`src/rtl/fir_param_pkg.sv`:
```
// Shared FIR parameters and sample type for the FIR output stage.
// INPUT_WORD_SIZE falls back to 8 bits when the build does not define it.
`ifndef INPUT_WORD_SIZE
`define INPUT_WORD_SIZE 8
`endif

package fir_param_pkg;
    localparam int FIR_COEF_SHIFT = 8;
    localparam int FIR_SUM_W      = 18;
    localparam int FIR_OUT_W      = `INPUT_WORD_SIZE;
    localparam int FIR_DECIM      = 2;
    localparam int FIR_FIFO_DEPTH = 4;

    typedef logic [`INPUT_WORD_SIZE-1:0] fir_out_t;
endpackage

```
`src/rtl/fir_decim_out_if.sv`:
```
// Output stream toward the consumer.
// Valid/ready: a word moves when m_valid_out && m_ready_in at a clock edge; the producer holds
// m_data_out stable while m_valid_out is high and m_ready_in is low.
interface fir_decim_out_if
    import fir_param_pkg::*;
#(
    parameter int OUT_W = FIR_OUT_W
);
    logic [OUT_W-1:0] m_data_out;
    logic             m_valid_out;
    logic             m_ready_in;

    modport master (output m_data_out, output m_valid_out, input m_ready_in);
    modport slave  (input m_data_out, input m_valid_out, output m_ready_in);
endinterface

```
`src/rtl/fir_dec_fifo.sv`:
```
// Generic first-word-fall-through synchronous FIFO with async reset and sync clear.
// Read data is forced to 0 while empty.
module fir_dec_fifo #(
    parameter int W     = 8,
    parameter int DEPTH = 4
) (
    input  logic                     clk,
    input  logic                     rst,
    input  logic                     clr,
    input  logic                     wr,
    input  logic [W-1:0]             wdata,
    input  logic                     rd,
    output logic [W-1:0]             rdata,
    output logic                     full,
    output logic                     empty,
    output logic [$clog2(DEPTH):0]   level
);
    localparam int AW = $clog2(DEPTH);

    logic [W-1:0] mem [DEPTH];
    logic [AW:0]  wr_cnt;
    logic [AW:0]  rd_cnt;
    logic         wr_ok;
    logic         rd_ok;

    assign level = wr_cnt - rd_cnt;
    assign full  = (level == (AW+1)'(DEPTH));
    assign empty = (level == '0);
    // A write into a full FIFO is still accepted when the head leaves on the same edge.
    assign rd_ok = rd && !empty;
    assign wr_ok = wr && (!full || rd_ok);
    assign rdata = empty ? '0 : mem[rd_cnt[AW-1:0]];

    always_ff @(posedge clk or posedge rst) begin
        if (rst) begin
            wr_cnt <= '0;
            rd_cnt <= '0;
        end else if (clr) begin
            wr_cnt <= '0;
            rd_cnt <= '0;
        end else begin
            if (wr_ok) wr_cnt <= wr_cnt + 1'b1;
            if (rd_ok) rd_cnt <= rd_cnt + 1'b1;
        end
    end

    always_ff @(posedge clk) begin
        if (wr_ok && !clr) mem[wr_cnt[AW-1:0]] <= wdata;
    end
endmodule

```
`src/rtl/fir_decim_out.sv`:
```
// FIR output stage: rescale by SHIFT, saturate, decimate by DECIM, buffer in an FWFT FIFO.
// FIR_DEC_ROUND_EN selects round-half-up before the shift; otherwise the shift truncates.
module fir_decim_out
    import fir_param_pkg::*;
#(
    parameter int IN_W       = FIR_SUM_W,
    parameter int OUT_W      = FIR_OUT_W,
    parameter int SHIFT      = FIR_COEF_SHIFT,
    parameter int DECIM      = FIR_DECIM,
    parameter int FIFO_DEPTH = FIR_FIFO_DEPTH
) (
    input  logic                          clk_in,
    input  logic                          rst_in,
    input  logic                          valid_in,
    input  logic [IN_W-1:0]               data_in,
    input  logic                          clear_in,
    fir_decim_out_if.master               m,
    output logic [$clog2(FIFO_DEPTH):0]   fifo_level_out,
    output logic                          overflow_out
);
    localparam int DCNT_W = (DECIM > 1) ? $clog2(DECIM) : 1;
    localparam logic [IN_W:0] SAT_MAX = (IN_W+1)'((2 ** OUT_W) - 1);
`ifdef FIR_DEC_ROUND_EN
    localparam logic [IN_W:0] RND = (IN_W+1)'(1) << (SHIFT - 1);
`else
    localparam logic [IN_W:0] RND = '0;
`endif

    logic [DCNT_W-1:0] dcnt;
    logic              keep;
    logic [IN_W:0]     sum_w;
    logic [IN_W:0]     shifted;
    logic [OUT_W-1:0]  sat;
    logic              pipe_vld;
    logic [OUT_W-1:0]  pipe_data;
    logic              fifo_full;
    logic              fifo_empty;
    logic              pop;

    // One extra bit keeps the rounding carry of a near-full-scale sum.
    assign sum_w   = {1'b0, data_in} + RND;
    assign shifted = sum_w >> SHIFT;
    assign sat     = (shifted > SAT_MAX) ? '1 : shifted[OUT_W-1:0];
    assign keep    = valid_in && (dcnt == '0);
    assign pop     = m.m_valid_out && m.m_ready_in;

    always_ff @(posedge clk_in or posedge rst_in) begin
        if (rst_in) begin
            dcnt         <= '0;
            pipe_vld     <= 1'b0;
            pipe_data    <= '0;
            overflow_out <= 1'b0;
        end else if (clear_in) begin
            dcnt         <= '0;
            pipe_vld     <= 1'b0;
            pipe_data    <= '0;
            overflow_out <= 1'b0;
        end else begin
            if (valid_in)
                dcnt <= (dcnt == DCNT_W'(DECIM - 1)) ? '0 : dcnt + 1'b1;
            pipe_vld <= keep;
            if (keep) pipe_data <= sat;
            if (pipe_vld && fifo_full && !pop) overflow_out <= 1'b1;
        end
    end

    fir_dec_fifo #(
        .W     (OUT_W),
        .DEPTH (FIFO_DEPTH)
    ) u_fifo (
        .clk   (clk_in),
        .rst   (rst_in),
        .clr   (clear_in),
        .wr    (pipe_vld),
        .wdata (pipe_data),
        .rd    (m.m_ready_in),
        .rdata (m.m_data_out),
        .full  (fifo_full),
        .empty (fifo_empty),
        .level (fifo_level_out)
    );

    assign m.m_valid_out = !fifo_empty;
endmodule

```
`src/flat_wrapper.sv`:
```
// flat-port wrapper written by rule: the top's interface ports become plain ports
module fir_decim_out_flat import fir_param_pkg::*;
#(
    parameter int IN_W       = FIR_SUM_W,
    parameter int OUT_W      = FIR_OUT_W,
    parameter int SHIFT      = FIR_COEF_SHIFT,
    parameter int DECIM      = FIR_DECIM,
    parameter int FIFO_DEPTH = FIR_FIFO_DEPTH
)
  (clk_in, rst_in, valid_in, data_in, clear_in, fifo_level_out, overflow_out, m_m_data_out, m_m_valid_out, m_m_ready_in);
  fir_decim_out_if #(.OUT_W(OUT_W)) m_i ();
  input  logic clk_in;
  input  logic rst_in;
  input  logic valid_in;
  input  logic [IN_W-1:0] data_in;
  input  logic clear_in;
  output logic [$clog2(FIFO_DEPTH):0] fifo_level_out;
  output logic overflow_out;
  output wire logic [$bits(m_i.m_data_out)-1:0] m_m_data_out;
  output wire logic [$bits(m_i.m_valid_out)-1:0] m_m_valid_out;
  input wire logic [$bits(m_i.m_ready_in)-1:0] m_m_ready_in;
  assign m_m_data_out = m_i.m_data_out;
  assign m_m_valid_out = m_i.m_valid_out;
  assign m_i.m_ready_in = m_m_ready_in;
  fir_decim_out #(.IN_W(IN_W), .OUT_W(OUT_W), .SHIFT(SHIFT), .DECIM(DECIM), .FIFO_DEPTH(FIFO_DEPTH)) u_core (.clk_in(clk_in), .rst_in(rst_in), .valid_in(valid_in), .data_in(data_in), .clear_in(clear_in), .m(m_i), .fifo_level_out(fifo_level_out), .overflow_out(overflow_out));
endmodule
```
`config.mk`:
```
export PLATFORM = sky130hd
export DESIGN_NAME = fir_decim_out_flat
export DESIGN_NICKNAME = d
export VERILOG_FILES = /design/src/rtl/fir_param_pkg.sv /design/src/rtl/fir_decim_out_if.sv /design/src/rtl/fir_dec_fifo.sv /design/src/rtl/fir_decim_out.sv /design/src/flat_wrapper.sv
export SDC_FILE = /design/constraint.sdc
export NUM_CORES = 1
export LEC_CHECK = 0
export BUFFER_PORTS_ARGS = -buffer_cell sky130_fd_sc_hd__buf_2
export CORE_AREA = 2 2 69 71
export DETAILED_ROUTE_END_ITERATION = 8
export DIE_AREA = 0 0 71 73
export GPL_TIMING_DRIVEN = 0
export PLACE_DENSITY = 0.74
export SYNTH_ARGS = -nofsm -noshare
export SYNTH_HDL_FRONTEND = slang
export SYNTH_SLANG_ARGS = --single-unit
export TNS_END_PERCENT = 10
```
`constraint.sdc`:
```
create_clock -name clk_in -period 2.94 [get_ports clk_in]
set_input_delay 0.294 -clock clk_in [delete_from_list [all_inputs] [get_ports clk_in]]
set_output_delay 0.294 -clock clk_in [all_outputs]
set_load 0.02 [all_outputs]
```
==> results of run 1 <==
metrics by stage:
stage / worst slack, ns / utilization (%) / std cells / hold slack (ns) / total power [µW]
floorplan: 0.708 / - / 142 / 0.220 / 1280
global placement: 0.422 / 51.4 / 223 / 0.412 / 1470
detailed placement: 0.283 / 51.4 / 223 / 0.435 / 1490
CTS: 0.163 / 53.4 / 231 / 0.0980 / 1890
global route: 0.0562 / 53.4 / 231 / 0.128 / 1970
finish: 0.235 / 53.4 / 231 / 0.0779 / 1860
sequential cells by signal, summed over array words and instances (netlist names):
name	cells
u_core.u_fifo.rd_cnt	3
u_core.u_fifo.mem	32
u_core.dcnt	1
u_core.u_fifo.wr_cnt	3
u_core.pipe_vld	1
u_core.pipe_data	8
u_core.overflow_out	1
metal layers:
metal	vias to the layer above	routed length [µm]	track usage, %
li1	584	-	-
met1	596	1470	18.2
met2	29	2140	29.8
met3	5	128	4.14
met4	0	71	6.92
met5	-	0	0
worst reg2reg max path: stages (launching register included):
cell and delay, ns:
dfrtp_1 0.40, inv_1 0.11, ha_1 0.22, fa_1 0.37
xor3_2 0.33, a21oi_1 0.25, and2_1 0.46
worst paths after layout:
kind                                              start                 endpoint  slack [ns]  cells past startpoint
max in group asynchronous                        rst_in              u_core.dcnt        2.44                      2
worst min register to register      u_core.overflow_out      u_core.overflow_out        0.51                      2
worst max-delay path            u_core.u_fifo.wr_cnt[0]          m_m_data_out[4]        0.23                      7
min in group clk_in                         data_in[12]      u_core.pipe_data[4]        0.23                      3
worst min-delay path                             rst_in      u_core.pipe_data[7]        0.08                      2
worst max register to register  u_core.u_fifo.wr_cnt[0]  u_core.u_fifo.mem[0][6]        0.44                      6
layout by cell type (no fill, tap or decap), drive strengths merged, types with 6 or more instances in the layout:
cell type   n
dfrtp      17
nor2b      12
edfxtp     32
o22ai       8
clkbuf     11
mux4        8
ha          6
inv         7
buf        28
nor2       16
nand2b      6
cells in the mapped netlist:
library cell	n
fa_1	1
o22ai_1	8
a21boi_1	1
or4b_1	1
clkbuf_1	4
xnor2_1	1
buf_1	1
mux2i_1	2
nor3_1	1
mux2_1	3
edfxtp_1	32
a21oi_1	3
nor2b_1	12
ha_1	6
nor2_1	16
xor3_2	1
o2111ai_1	1
dfrtp_1	17
mux4_2	8
clkbuf_2	1
nand2_1	2
o21a_1	1
a31oi_1	1
or3b_1	1
and2_1	4
and3b_1	1
inv_1	6
nand2b_1	6
area by class of cell:
type                    instances  area, µm²
fillers                       379       2120
flip-flops and latches         49       1390
multi-input cells              81        698
repair buffers                 27        135
clock buffers                   6       72.6
well taps                      54       67.6
plain buffers                   6       23.8
inverters                       6       22.5
clock inverters                 2       13.8
kinds of logic (layout without fill, tap and decap cells):
group | count (synthesis) | count (layout)
compound gates | 15 | 15
xor+xnor | 2 | 2
fa+ha+maj | 7 | 7
buf+inv | 12 | 47
flops | 49 | 49
mux | 13 | 13
simple gates | 44 | 44
where the power goes:
| part | leakage, µW | total [µW] | switching, µW | internal [µW] |
|---|---|---|---|---|
| Combinational | 0.000423 | 669 | 412 | 257 |
| Clock | 0.0000456 | 389 | 219 | 170 |
| Sequential | 0.000518 | 801 | 27.8 | 773 |
==> results.md, run 1 <==
- N_diodes: 0
- Synth Area in XOR/XNOR: 1.59%
- Post-synth top area share: 45.1%
- Largest family of logic cells by synthesized area: simple AND/OR/NAND/NOR gates
- Final std cell area, no fill: 2420 µm²
- CTS Buf Count: 5
- Post-CTS Hold Fix Bufs: 0
- CP max stage delay: 0.40 ns
- Final GP Congestion: 0.780
- Synth Area in Compound Gates: 4.47%
- Adder-Cell Fraction of Synth Area: 4.47%
- Total track usage: 16.3%
- Nets: 206
- Clk root buf: clkbuf_8
- First-pass GRT wire length: 6070 µm
- I/O pins: 36
- Slew @ Worst Pin: 0.664 ns
- Final Hold Vio Count: 0
- Gr ovfl total: 0
- Routed wire length: 3810 µm
- #FFs+latches synth: 49
- Clock sinks: 49
- Largest net degree at the start of global routing: 18
- Synth area leader: edfxtp_1
- Row count: 25
- CP delay by family, top: adder cells
- Worst-path fanout max: 9
- Fin. max-slew vios: 0
- First-pass DRT Iterations: 4
- Worst skew pair latency: 0.30 ns
- Layout Skew: 0.00447 ns
- Post-CTS Setup Bufs: 0
- PD cells: 768 nW/µm²
- Final Cycle Share: 92.0%
- CTS clk-pin slew, worst paths: 0.09 ns
- Clk buf depth: 2
- Post-Syn Area: 2130 µm²
- Syn Nets: 172
- Synthesis-to-layout area growth: 13.7%
- Crit Path Class: reg -> out
- Synth cell types: 28
- Sequential share of the synthesized area: 65.1%
- Leak: 0.000987 µW
- Vias/cell: 5.26
- Startpoint Class: flop
- Mux share of post-synthesis cell area: 11.0%
- Vias in the first global route: 1266
- Setup_tns: 0 ns
- H-tree depth: 2
- Worst-path cell chain: inv_1 -> ha_1 -> fa_1 -> xor3_2 -> nor2_2 -> nor2b_1 -> buf_2
- Vias: 1214
- Die X: 71 µm
- Final setup viols: 0
- CTS tree: done
- # port buffers: 27
- CP Capture Type: output pin
- Initial antenna violation count: 0
- Core Area: 4540 µm²
- Hold crit path type: in -> async
- Height of the die: 73 µm
- Synth top area cells: edfxtp_1 (45%), dfrtp_1 (20%), mux4_2 (8.5%)
- CP max stage cell: dfrtp_1
- Initial Util: 46.9%
- Post-DRT Antenna Nets: 0
- Layout cells sized above 1: 25.4%
- Post-Synth Simple-Gate Area: 11.2%
- DP Area: 2330 µm²
- RSZ-0062 raised after global routing: false
- Outcome: finished clean
- Final worst path period need: 2.71 ns
- WP data required: 2.65 ns
- CP bufs+invs: 2
- DP HPWL: 2720 µm
- Synth warn: 0
- Die area: 5180 µm²
- Max_cap viols: 0
- CTS resizes: 1
- Initial DRC count: 93
- Peak Freq: 370 MHz
- Slew margin rel.: 55.7%
- Post-Syn Instances: 142
- CP arrival: 2.41 ns
- Synth Area per Inst: 15.0 µm²
- Wire length per cell: 16.5 µm
- Peak VDD IR: 0.000340 V
- Drt drc: 0
(Power assumes the default switching activity.)
==> run 2: changes to the inputs <==
==> constraint.sdc (replaced) <==
create_clock -name clk_in -period 2.7 [get_ports clk_in]
set_input_delay 0.27 -clock clk_in [delete_from_list [all_inputs] [get_ports clk_in]]
set_output_delay 0.27 -clock clk_in [all_outputs]
set_load 0.02 [all_outputs]
==> run 2 against run 1 <==
Net effect: flip-flop and latch count is the same; routed wire length fell by 0.71%; non-clock buffer count stayed put; largest power group unchanged; clock power is 9.0% higher; final area up 0.21%; clock skew fell by 0.0011 ns; power up 9.5%.
==> results.md, run 2 (same netlist as run 1, synthesis figures left out) <==
- Synthesis-to-layout area growth: 13.9%
- N_diodes: 0 (unchanged)
- I/O pins: 36 (unchanged)
- # port buffers: 27 (unchanged)
- Final worst path period need: 2.54 ns
- Layout cells sized above 1: 25.4% (unchanged)
- Gate power share: 36.3% (+0.3 points)
- Gr ovfl total: 0 (unchanged)
- Vias/cell: 5.26 (unchanged)
- Peak Freq: 394 MHz
- First-pass DRT Iterations: 6 (+2)
- Fillers: 379 (unchanged)
- RSZ-0062 raised after global routing: false
- Post-CTS Hold Fix Bufs: 0 (unchanged)
- Core Area: 4540 µm² (unchanged)
- Final Hold Vio Count: 0 (unchanged)
- Clock sinks: 49 (unchanged)
- Setup_tns: 0 ns (unchanged)
- Slew margin rel.: 55.6% (-0.12 points)
- Layout Skew: 0.00342 ns (-0.00105 ns)
- CTS resizes: 2 (+1)
- Crit Path Class: reg -> out
- H-tree depth: 2 (unchanged)
- Fin. max-slew vios: 0 (unchanged)
- Vias in the first global route: 1266 (unchanged)
- Initial Util: 46.9% (unchanged)
- Nets: 206 (unchanged)
- DP HPWL: 2720 µm (unchanged)
- Largest register FFs: 32 (unchanged)
- R2r startpoint: u_core.u_fifo.wr_cnt[0]
- Final Cycle Share: 94.1%
- Clock share of power: 20.8% (about the same)
- Total track usage: 16.3% (unchanged)
- Clk buf depth: 2 (unchanged)
- Height of the die: 73 µm (unchanged)
- Total Power: 2030 µW (+9.5%)
- Worst Reg-to-Reg Cells: 6 (unchanged)
- CP Capture Type: output pin
- Final setup viols: 0 (unchanged)
- Worst skew pair latency: 0.30 ns (about the same)
- Switching pwr: 723 µW (+9.7%)
- Die area: 5180 µm² (unchanged)
- Initial DRC count: 88 (-5.4%)
- Worst-path fanout max: 9 (unchanged)
- Wire length per cell: 16.4 µm (-0.71%)
- WP data required: 2.43 ns (-0.22 ns)
- Routed wire length: 3780 µm (-0.71%)
- R2R setup slack: 0.19 ns (-0.25 ns)
- Slew @ Worst Pin: 0.666 ns (+0.00184 ns)
- Pint: 1310 µW (+9.3%)
- Clk root buf: clkbuf_8
- Part of the power in registers: 42.9% (-0.2 points)
- Peak VDD IR: 0.000370 V (+8.9%)
- Most common cell after layout, fill and taps aside: edfxtp_1
- Initial antenna violation count: 0 (unchanged)
- Hold crit path type: in -> async
- Post-DRT Antenna Nets: 0 (unchanged)
- Leak: 0.000988 µW (+0.13%)
- CTS Buf Count: 5 (unchanged)
- CTS clk-pin slew, worst paths: 0.09 ns (about the same)
- Sw Ratio: 35.5% (+0.081 points)
- Outcome: finished clean
- CP arrival: 2.27 ns (-0.14 ns)
- CTS tree: done
- Critical R2R Capture: u_core.u_fifo.mem[0][5]
- Final GP Congestion: 0.780 (unchanged)
- Max_cap viols: 0 (unchanged)
- Drt drc: 0 (unchanged)
- First-pass GRT wire length: 6070 µm (unchanged)
- Startpoint Class: flop
- Most frequent cells in the layout: edfxtp_1 (32), buf_2 (27), dfrtp_1 (17)
- Die X: 71 µm (unchanged)
- Vias: 1214 (unchanged)
- PD cells: 839 nW/µm² (+9.2%)
- Largest net degree at the start of global routing: 18 (unchanged)
- Row count: 25 (unchanged)
- Post-CTS Setup Bufs: 0 (unchanged)
-- run 2: how the worst max path moves through the flow --
stage,to,slack [ns],from,cells past startpoint
2_1_floorplan,u_core.u_fifo.mem[3][0],0.48,u_core.u_fifo.wr_cnt[0],6
3_3_place_gp,m_m_data_out[5],0.21,u_core.u_fifo.wr_cnt[0],7
6_report,m_m_data_out[4],0.16,u_core.u_fifo.wr_cnt[0],7
4_1_cts,m_m_data_out[4],0.1,u_core.u_fifo.wr_cnt[0],7
5_1_grt,m_m_data_out[4],0.009,u_core.u_fifo.wr_cnt[0],7
3_5_place_dp,m_m_data_out[6],0.07,u_core.u_fifo.wr_cnt[0],7
-- run 2: critical path: stages, from the launching register on --
cell     delay (ns)
dfrtp_1        0.40
inv_1          0.11
ha_1           0.22
fa_1           0.37
xor3_2         0.34
nor2_4         0.27
nor2b_1        0.08
buf_2          0.17
-- run 2: cell type report --
class                           count  area [µm²]  area share, %
Tap cell                           54        67.6           2.79
Buffer                              6        23.8          0.980
Timing Repair Buffer               27         135           5.57
Inverter                            6        22.5          0.929
Clock buffer                        6        72.6           2.99
Sequential cell                    49        1390           57.2
Clock inverter                      2        13.8          0.568
Multi-Input combinational cell     81         703           29.0
-- run 2: routing by layer --
| layer | wire length (µm) | up-vias | GRT usage (%) |
|---|---|---|---|
| li1 | - | 584 | - |
| met1 | 1470 | 604 | 18.2 |
| met2 | 2130 | 21 | 29.8 |
| met3 | 104 | 5 | 4.14 |
| met4 | 72 | 0 | 6.92 |
| met5 | 0 | - | 0 |
-- run 2: power groups by stage --
stage | Sequential [µW] | Clock (µW) | Combinational (µW)
floorplan | 880 | 0 | 516
detailed placement | 889 | 0 | 738
global placement | 885 | 0 | 711
finish | 872 | 424 | 739
global route | 879 | 469 | 812
CTS | 873 | 438 | 758
-- run 2: stage by stage --
stage	util [%]	instance area [µm²]	setup slack (ns)	hold WS, ns	std cells
after detailed placement	51.4	2330	0.0673	0.411	223
after CTS	53.5	2420	0.0969	0.0740	231
after floorplan	-	2130	0.482	0.196	142
after global placement	51.4	2330	0.206	0.388	223
final	53.5	2420	0.160	0.0554	231
after global routing	53.5	2420	0.00936	0.104	231
==> run 3: changes to the inputs <==
--- a/config.mk
+++ b/config.mk
@@ -6,11 +6,13 @@
 export NUM_CORES = 1
 export LEC_CHECK = 0
 export BUFFER_PORTS_ARGS = -buffer_cell sky130_fd_sc_hd__buf_2
-export CORE_AREA = 2 2 69 71
+export CELL_PAD_IN_SITES_DETAIL_PLACEMENT = 1
+export CELL_PAD_IN_SITES_GLOBAL_PLACEMENT = 1
+export CORE_AREA = 2 2 72 74
 export DETAILED_ROUTE_END_ITERATION = 8
-export DIE_AREA = 0 0 71 73
+export DIE_AREA = 0 0 74 76
 export GPL_TIMING_DRIVEN = 0
-export PLACE_DENSITY = 0.74
+export PLACE_DENSITY = 0.8
 export SYNTH_ARGS = -nofsm -noshare
 export SYNTH_HDL_FRONTEND = slang
 export SYNTH_SLANG_ARGS = --single-unit
==> run 3 against run 2 <==
Net effect: sequential share of layout area shrank 0.44 points; global-route usage up 1.1 points; via count rose by 2.3%; setup slack got worse by 0.027 ns; non-clock buffer count unchanged; highest routed layer unchanged; utilization fell by 3.7 points; first-iteration DRC count shrank 15%; cell count increased by 6.9%; critical endpoint is now m_m_data_out[0]; largest power group unchanged; final area increased by 0.77%; register-to-register slack lost 0.03 ns.
==> results.md, run 3 (same netlist as run 1, synthesis figures left out) <==
- # port buffers: 27 (unchanged)
- Max_cap viols: 0 (unchanged)
- RSZ-0062 raised after global routing: false
- Peak Freq: 390 MHz (-1.0%)
- Final Cycle Share: 95.1% (+0.99 points)
- CTS Buf Count: 5 (unchanged)
- Die area: 5620 µm² (+8.5%)
- Routed wire length: 4400 µm (+16%)
- Final worst path period need: 2.57 ns (+0.0268 ns)
- Initial antenna violation count: 0 (unchanged)
- Fillers: 496 (+31%)
- Most common cell after layout, fill and taps aside: edfxtp_1
- Vias: 1242 (+2.3%)
- Final std cell area, no fill: 2440 µm² (+0.77%)
- DP Area: 2350 µm² (+0.86%)
- N_diodes: 0 (unchanged)
- DP HPWL: 3240 µm (+19%)
- Row count: 26 (+4.0%)
- Height of the die: 76 µm (+4.1%)
- Die X: 74 µm (+4.2%)
- Post-DRT Antenna Nets: 0 (unchanged)
- Post-CTS Setup Bufs: 0 (unchanged)
- First-pass GRT wire length: 7020 µm (+16%)
- Total Power: 2040 µW (+0.33%)
- Nets: 206 (unchanged)
- Switching pwr: 731 µW (+1.2%)
- WP data required: 2.43 ns (about the same)
- Worst-path fanout max: 9 (unchanged)
- Outcome: finished clean
- Core Area: 4910 µm² (+8.3%)
- First-pass DRT Iterations: 4 (-2)
- Part of the power in registers: 42.9% (about the same)
- CTS clk-pin slew, worst paths: 0.08 ns (about the same)
- Clk root buf: clkbuf_8
- Final Hold Vio Count: 0 (unchanged)
- Pint: 1310 µW (-0.13%)
- Layout cells sized above 1: 27.1% (+1.7 points)
- Placed insts: 239 (+7.2%)
- Vias/cell: 5.03 (-4.3%)
- Final setup viols: 0 (unchanged)
- Most frequent cells in the layout: edfxtp_1 (32), buf_2 (27), dfrtp_1 (17)
- Drt drc: 0 (unchanged)
- Vias in the first global route: 1411 (+11%)
- Slew @ Worst Pin: 0.738 ns (+0.0726 ns)
- Sw Ratio: 35.8% (+0.30 points)
- Total track usage: 17.4% (+1.1 points)
- Slew margin rel.: 50.7% (-4.8 points)
- Initial Util: 43.3% (-3.6 points)
- Fin. max-slew vios: 0 (unchanged)
- Gate power share: 37.3% (+1.0 points)
- I/O pins: 36 (unchanged)
- PD cells: 835 nW/µm² (-0.44%)
- Clock sinks: 49 (unchanged)
- FF+latch area: 1390 µm² (unchanged)
- Peak VDD IR: 0.000270 V (-27%)
- Setup_tns: 0 ns (unchanged)
- Leak: 0.000989 µW (about the same)
- Worst skew pair latency: 0.30 ns (about the same)
- CP Capture Type: output pin
- Largest register FFs: 32 (unchanged)
- Synthesis-to-layout area growth: 14.8%
- Final GP Congestion: 0.732 (-6.2%)
- Area occupied by multi-input gates: 706 µm² (+0.36%)
- Clk buf depth: 2 (unchanged)
- Layout Skew: 0.00542 ns (+0.00200 ns)
- Initial DRC count: 75 (-15%)
- Non-Filler Instances: 247 (+6.9%)
- Largest net degree at the start of global routing: 18 (unchanged)
- H-tree depth: 2 (unchanged)
- Crit Path Class: reg -> out
- Wire length per cell: 17.8 µm (+8.9%)
- CP arrival: 2.30 ns (+0.03 ns)
- Clock share of power: 19.8% (-1.0 points)
- Startpoint Class: flop
- CTS tree: done
- Final hold slack: 0.0844 ns (+0.0290 ns)
- Gr ovfl total: 0 (unchanged)
- Hold crit path type: in -> async
run 3: cell types whose count changed in the layout (fill, tap and decap cells not counted), sizes merged:
| cell | before | now |
|---|---|---|
| clkinv | 1 | 2 |
| inv | 7 | 6 |
run 3: layer usage:
| layer | track usage [%] | share of wire (%) | vias up | wire [µm] |
|---|---|---|---|---|
| met5 | 0 | 0 | - | 0 |
| met4 | 7.64 | 0.91 | 0 | 40 |
| met3 | 2.78 | 2.7 | 4 | 119 |
| met2 | 32.1 | 58 | 20 | 2530 |
| met1 | 19.0 | 39 | 636 | 1710 |
| li1 | - | - | 582 | - |
run 3: stage by stage:
step | setup slack, ns | utilization (%)
floorplan | 0.482 | -
global placement | 0.191 | 47.9
detailed placement | 0.0307 | 47.9
CTS | 0.0278 | 49.7
global route | 0.0137 | 49.7
finish | 0.133 | 49.7
run 3: cell type report:
class	count	share of cell area, %
Timing Repair Buffer	27	5.53
Inverter	6	0.922
Clock buffer	6	2.97
Buffer	6	0.973
Sequential cell	49	56.7
Clock inverter	2	0.410
Tap cell	70	3.58
Multi-Input combinational cell	81	28.9
run 3: repair_timing:
item / 4_1_cts / 5_1_grt
resized for setup: 2 / 3
pin swaps: 0 / 1
endpoints found under the setup margin: 9 / 41
hold buffers: 0 / 0
cloned: 0 / 0
run 3: worst max-delay path: stages, from the launching register on:
cell and delay [ns]:
dfrtp_1 0.44, inv_2 0.09, ha_1 0.22, fa_1 0.38
xor3_2 0.36, nor2_4 0.27, nor2b_1 0.08, buf_2 0.16
run 3: power by group through the flow:
stage / Clock [µW] / Combinational, µW / Sequential (µW)
finish: 404 / 762 / 876
global route: 447 / 832 / 881
CTS: 418 / 773 / 875
detailed placement: 0 / 750 / 892
global placement: 0 / 717 / 885
floorplan: 0 / 516 / 880
run 3: worst paths after layout:
kind | depth (start not counted) | start | to | slack (ns)
max reg2reg | 6 | u_core.u_fifo.wr_cnt[0] | u_core.u_fifo.mem[2][1] | 0.16
min | 2 | rst_in | u_core.u_fifo.wr_cnt[1] | 0.08
min in group clk_in | 3 | data_in[10] | u_core.pipe_data[2] | 0.23
max | 7 | u_core.u_fifo.wr_cnt[0] | m_m_data_out[0] | 0.13
max in group asynchronous | 2 | rst_in | u_core.pipe_data[2] | 2.15
min reg2reg | 0 | u_core.pipe_data[0] | u_core.u_fifo.mem[2][0] | 0.54
